==> config.mk <==
export PLATFORM = sky130hd
export DESIGN_NAME = mod_arith_rsd2bin
export DESIGN_NICKNAME = d
export VERILOG_FILES = /design/src/rtl/mod_arith_rsd2bin.sv
export SDC_FILE = /design/constraint.sdc
export NUM_CORES = 2
export LEC_CHECK = 0
export CAP_MARGIN = 20
export CORE_AREA = 3 3 403 405
export CTS_CLUSTER_DIAMETER = 120
export DETAILED_ROUTE_END_ITERATION = 10
export DIE_AREA = 0 0 406 408
export SETUP_SLACK_MARGIN = 0.1
export SYNTH_ARGS = -nofsm -noshare
export SYNTH_HDL_FRONTEND = slang
export SYNTH_SLANG_ARGS = --single-unit
==> constraint.sdc <==
create_clock -name clk -period 75.7 [get_ports clk]
set_input_delay 15.14 -clock clk [delete_from_list [all_inputs] [get_ports clk]]
set_output_delay 15.14 -clock clk [all_outputs]
set_load 0.02 [all_outputs]
==> src/rtl/mod_arith_rsd2bin.sv <==
// Redundant-signed-digit to binary converter: res = (ap - an) mod p, computed
// one 32-bit word per cycle, with a subtract pass and an optional add-back pass.
module mod_arith_rsd2bin (
    input  logic         clk,
    input  logic         rst,
    input  logic         start,
    input  logic         clr,
    input  logic [255:0] ap,
    input  logic [255:0] an,
    input  logic [255:0] mod_p,
    output logic [255:0] res,
    output logic         flg_neg,
    output logic         busy,
    output logic         done
);

    localparam int unsigned W      = 256;
    localparam int unsigned WORD_W = 32;
    localparam int unsigned IDX_W  = 3;

    typedef enum logic [1:0] {IDLE, SUB, FIX, DONE} state_t;

    state_t             state_q, state_d;
    logic [W-1:0]       ap_r, an_r, p_r, work;
    logic [IDX_W-1:0]   idx;
    logic               cy;
    logic               neg;
    logic               load_c, step_c, fin_c, last_c;
    logic [7:0]         off_c;
    logic [WORD_W-1:0]  opa_c, opb_c;
    logic [WORD_W:0]    sum_c;

    // Word-serial adder/subtractor shared by SUB and FIX
    always_comb begin
        off_c = {idx, 5'b0};
        opa_c = (state_q == SUB) ? ap_r[off_c +: WORD_W] : work[off_c +: WORD_W];
        opb_c = (state_q == SUB) ? an_r[off_c +: WORD_W] : p_r[off_c +: WORD_W];
        if (state_q == SUB)
            sum_c = {1'b0, opa_c} - {1'b0, opb_c} - (WORD_W+1)'(cy);
        else
            sum_c = {1'b0, opa_c} + {1'b0, opb_c} + (WORD_W+1)'(cy);
        last_c = (idx == IDX_W'(7));
    end

    always_ff @(posedge clk or posedge rst) begin
        if (rst) state_q <= IDLE;
        else     state_q <= state_d;
    end

    // Next state and datapath strobes; clr overrides everything
    always_comb begin
        state_d = state_q;
        load_c  = 1'b0;
        step_c  = 1'b0;
        fin_c   = 1'b0;
        case (state_q)
            IDLE: if (start) begin
                state_d = SUB;
                load_c  = 1'b1;
            end
            SUB: begin
                step_c = 1'b1;
                if (last_c) state_d = sum_c[WORD_W] ? FIX : DONE;
            end
            FIX: begin
                step_c = 1'b1;
                if (last_c) state_d = DONE;
            end
            DONE: begin
                fin_c   = 1'b1;
                state_d = IDLE;
            end
            default: state_d = IDLE;
        endcase
        if (clr) begin
            state_d = IDLE;
            load_c  = 1'b0;
            step_c  = 1'b0;
            fin_c   = 1'b0;
        end
    end

    always_ff @(posedge clk or posedge rst) begin
        if (rst) begin
            ap_r    <= '0;
            an_r    <= '0;
            p_r     <= '0;
            work    <= '0;
            idx     <= '0;
            cy      <= 1'b0;
            neg     <= 1'b0;
            res     <= '0;
            flg_neg <= 1'b0;
            busy    <= 1'b0;
            done    <= 1'b0;
        end else begin
            busy <= (state_d != IDLE);
            done <= fin_c;
            if (load_c) begin
                ap_r <= ap;
                an_r <= an;
                p_r  <= mod_p;
                work <= '0;
                idx  <= '0;
                cy   <= 1'b0;
            end else if (step_c) begin
                work[off_c +: WORD_W] <= sum_c[WORD_W-1:0];
                idx                   <= idx + IDX_W'(1);
                // Final SUB borrow is kept as the sign; FIX starts with carry clear
                if (state_q == SUB && last_c) begin
                    neg <= sum_c[WORD_W];
                    cy  <= 1'b0;
                end else begin
                    cy  <= sum_c[WORD_W];
                end
            end
            if (fin_c) begin
                res     <= work;
                flg_neg <= neg;
            end
        end
    end

endmodule

==> metrics.csv <==
metric,value,unit
outcome,completed,
critical path's slowest cell,sky130_fd_sc_hd__buf_4,
Setup crit start kind,input port,
die width,406,µm
"EDFF count, synth",0,
clock tree from TritonCTS,built,
standby leakage power,37.36,nW
worst reg2reg startpoint,state_q[1]$_DFF_PP0_,
H-tree depth,4,
"FF+latch count, synth",1290,
fraction of the cycle the final worst path needs,24.88,%
PwrDens,31.59,nW/µm²
Final Hold Viols,0,
Port Buffers,1030,
clock insertion delay at the later pin of the skew report,810,ps
synthesized-area fraction occupied by xor and xnor cells,0.6877,%
fraction of the mapped netlist area in adder cells,2.266,%
cell family contributing the most delay on the critical path,buffers and inverters,
hold-critical path endpoint,p_r[110]$_DFFE_PP0P_,
via/cell ratio,5.307,
number of nets in the finished design,8035,
worst path buffer plus inverter count,5,
GRT Util Overall,30.14,%
row cnt,146,
Hold Startpoint,p_r[110]$_DFFE_PP0P_,
number of max-cap violations,0,
Post-CTS Setup Inserts,0,
Synth Instances,6273,
Final Slew Violations,0,
cells along the critical path,"clkdlybuf4s50_1, nor2_4, buf_4, buf_4, buf_4, buf_4, nand2_1, nand2_1",
drt total wl,252500,µm
fraction of final layout cells sized beyond drive strength 1,9.405,%
Clock Sink Count,1290,
combinational family with the most area after synthesis,simple AND/OR/NAND/NOR gates,
total iterations of the first detailed-routing run,6,
Hold Path Cell Cnt,2,
number of buffers inserted during clock tree synthesis,145,
area taken by multi-input logic gates,26000,µm²
portion of the post-synthesis area used by sequential elements,53.93,%
maximum buffer depth of the clock tree,3,
pin count of the biggest net entering global routing,209,
"critical path fanouts, max",84,
DRT iter0 DRCs,4462,
number of buffers inserted for hold repair after clock tree synthesis,0,
full die area,165600,µm²
total number of vias,49780,
fraction of synthesis flops using an asynchronous set or reset pin,100.0,%
Worst-Margin Slew,1212,ps
Compound-Gate Fraction of Synth Area,5.295,%
number of top-level pins,1031,
placer's final routability congestion estimate,0.9401,
simple-gate area share of the yosys netlist,22.55,%
critical path arrival,19570,ps
crit path time final,18830,ps
total negative setup slack,0,ps
"commonest non-fill, non-tap cell in the layout",sky130_fd_sc_hd__nand2_1,
number of antenna violations at the first check in global routing,84,
"Worst Path Class, Setup",input port to flip-flop,
core utilization of the finished layout,48.82,%
Most Frequent Cell on Critical Path,sky130_fd_sc_hd__buf_4,
slack of the worst reg-to-reg path,67110,ps
Reg area,32290,µm²
maximum clock skew at final layout,50.14,ps
peak per-stage delay on the critical path,850,ps
endpoint of the worst-slack reg-to-reg timing path,work[63]$_DFFE_PP0P_,
layout overhead on the synthesized area,29.49,%
drt wl/cell,26.92,µm
synthesized area,59860,µm²
Synth Net Count,7151,
most frequent cells in the layout,"3315 x sky130_fd_sc_hd__nand2_1, 1288 x sky130_fd_sc_hd__dfrtp_1, 1030 x sky130_fd_sc_hd__clkdlybuf4s50_1",
total overflow reported by the global router,0,
global-route wire length before repair,358800,µm
number of cells upsized or downsized after cts,0,
critical path capture point type,flip-flop,
via count of the first global-routing pass,50290,
maximum vdd ir drop,0.00002733,V
Synth Warn #,0,
y dimension of the die,408,µm
area of the core,158700,µm²
max_slew headroom,19.19,%
leading register cell type out of synthesis,sky130_fd_sc_hd__dfrtp_1,
# DRC,0,
number of distinct library cell variants in the gate-level netlist after synthesis,73,
placed cell area,72270,µm²
clk root buf,sky130_fd_sc_hd__clkbuf_16,
path class of the lowest-slack min-delay path,flip-flop to flip-flop,
fin area,77510,µm²
syn_area_per_cell,9.542,µm²
# fillers,14920,
post-CTS clock slew at the launch and capture registers of the worst setup and hold paths,60,ps
required time of the critical path,76430,ps
count of final setup violators,0,
post-detailed-route count of antenna-violating nets,0,
effective utilization at floorplan,37.71,%
achievable clock frequency,53.09,MHz
estimated wirelength of the detail-placed design,188300,µm
mux share of post-synthesis cell area,12.32,%
r2r worst-path depth,18,
setup repair after global routing missed its margin,false,
power breakdown:
group / internal, W / switching, W
sequential: 0.000773 / 0.0000540
combinational: 0.000297 / 0.000569
clock: 0.000448 / 0.000307
how the worst max path moves through the flow:
stage | startpoint | to | slack [ps] | cells past startpoint
finish | clr | an_r[225]$_DFFE_PP0P_ | 56870 | 8
global route | rst | res[19]$_DFFE_PP0P_ | 56380 | 6
CTS | rst | res[19]$_DFFE_PP0P_ | 56870 | 6
detailed placement | rst | res[19]$_DFFE_PP0P_ | 56020 | 6
global placement | rst | ap_r[121]$_DFFE_PP0P_ | 56070 | 6
floorplan | rst | an_r[0]$_DFFE_PP0P_ | 24200 | 1
synthesized netlist by cell type, drive strengths merged (11+ instances only):
| cell | n | share of area, % |
|---|---|---|
| a211oi | 15 | 0.19 |
| a21o | 28 | 0.35 |
| a21oi | 89 | 0.74 |
| a22o | 65 | 0.95 |
| buf | 49 | 0.33 |
| clkbuf | 330 | 2.1 |
| dfrtp | 1290 | 54 |
| ha | 102 | 2.1 |
| inv | 87 | 0.55 |
| mux2i | 20 | 0.33 |
| mux4 | 317 | 12 |
| nand2 | 3316 | 21 |
| nand3 | 35 | 0.29 |
| nor2 | 94 | 0.59 |
| nor3 | 16 | 0.13 |
| o211ai | 11 | 0.15 |
| o21ai | 206 | 1.7 |
| o221ai | 16 | 0.23 |
| xnor2 | 24 | 0.35 |
| xor2 | 23 | 0.34 |
worst reg2reg max path: stages, from the launching register on:
cell and delay (ps):
sky130_fd_sc_hd__dfrtp_1 400, sky130_fd_sc_hd__inv_1 150, sky130_fd_sc_hd__ha_4 600, sky130_fd_sc_hd__buf_4 1000
sky130_fd_sc_hd__buf_4 670, sky130_fd_sc_hd__buf_4 710, sky130_fd_sc_hd__mux4_2 530, sky130_fd_sc_hd__mux4_2 570
sky130_fd_sc_hd__ha_1 440, sky130_fd_sc_hd__ha_1 480, sky130_fd_sc_hd__a21oi_1 100, sky130_fd_sc_hd__o21ai_0 570
sky130_fd_sc_hd__nor2_1 100, sky130_fd_sc_hd__o21ai_0 360, sky130_fd_sc_hd__a21oi_1 300, sky130_fd_sc_hd__nand2_2 150
sky130_fd_sc_hd__a41oi_1 170, sky130_fd_sc_hd__xor2_1 820, sky130_fd_sc_hd__o221ai_1 290
final cells by class:
cell class / count / area share (%)
flip-flops and latches: 1290 / 41.66
clock buffers: 207 / 5.414
multi-input cells: 4516 / 33.54
repair buffers: 1116 / 14.32
diodes: 35 / 0.1130
clock inverters: 56 / 1.154
inverters: 88 / 0.4488
well taps: 2072 / 3.345
routing by layer:
| metal | share of wire [%] | vias up | global-route usage [%] |
|---|---|---|---|
| met3 | 7.8 | 459 | 7.516 |
| met5 | 0.15 | - | 0 |
| met4 | 5.5 | 56 | 14.84 |
| met1 | 37 | 24970 | 36.10 |
| met2 | 49 | 1985 | 50.51 |
| li1 | - | 22310 | - |
sequential cells by signal (all words and copies together), names as in the netlist:
register / cells
an_r: 256
ap_r: 256
p_r: 256
res: 256
work: 256
idx: 3
state_q: 2
busy: 1
cy: 1
done: 1
flg_neg: 1
neg: 1
per-stage QoR:
step                std cells  worst slack, ps  power [W]  hold WS [ps]
finish                   9380            56870   0.002448         467.2
global route             9354            56380   0.002549         486.7
CTS                      9343            56870   0.002458         471.0
detailed placement       9080            56020   0.001701         456.9
global placement         9075            56070   0.001686         452.0
floorplan                6273            24200   0.001289         438.6
cell families (layout without fill, tap and decap cells):
family / Yosys count / in the layout
AND/OR/NAND/NOR: 3523 / 3523
flip-flops: 1290 / 1290
AO/OA/AOI/OAI: 500 / 500
buffers and inverters: 467 / 1467
multiplexers: 340 / 340
adder cells (fa/ha/maj): 106 / 106
XOR/XNOR: 47 / 47
other: 0 / 35
(Power assumes the default switching activity.)
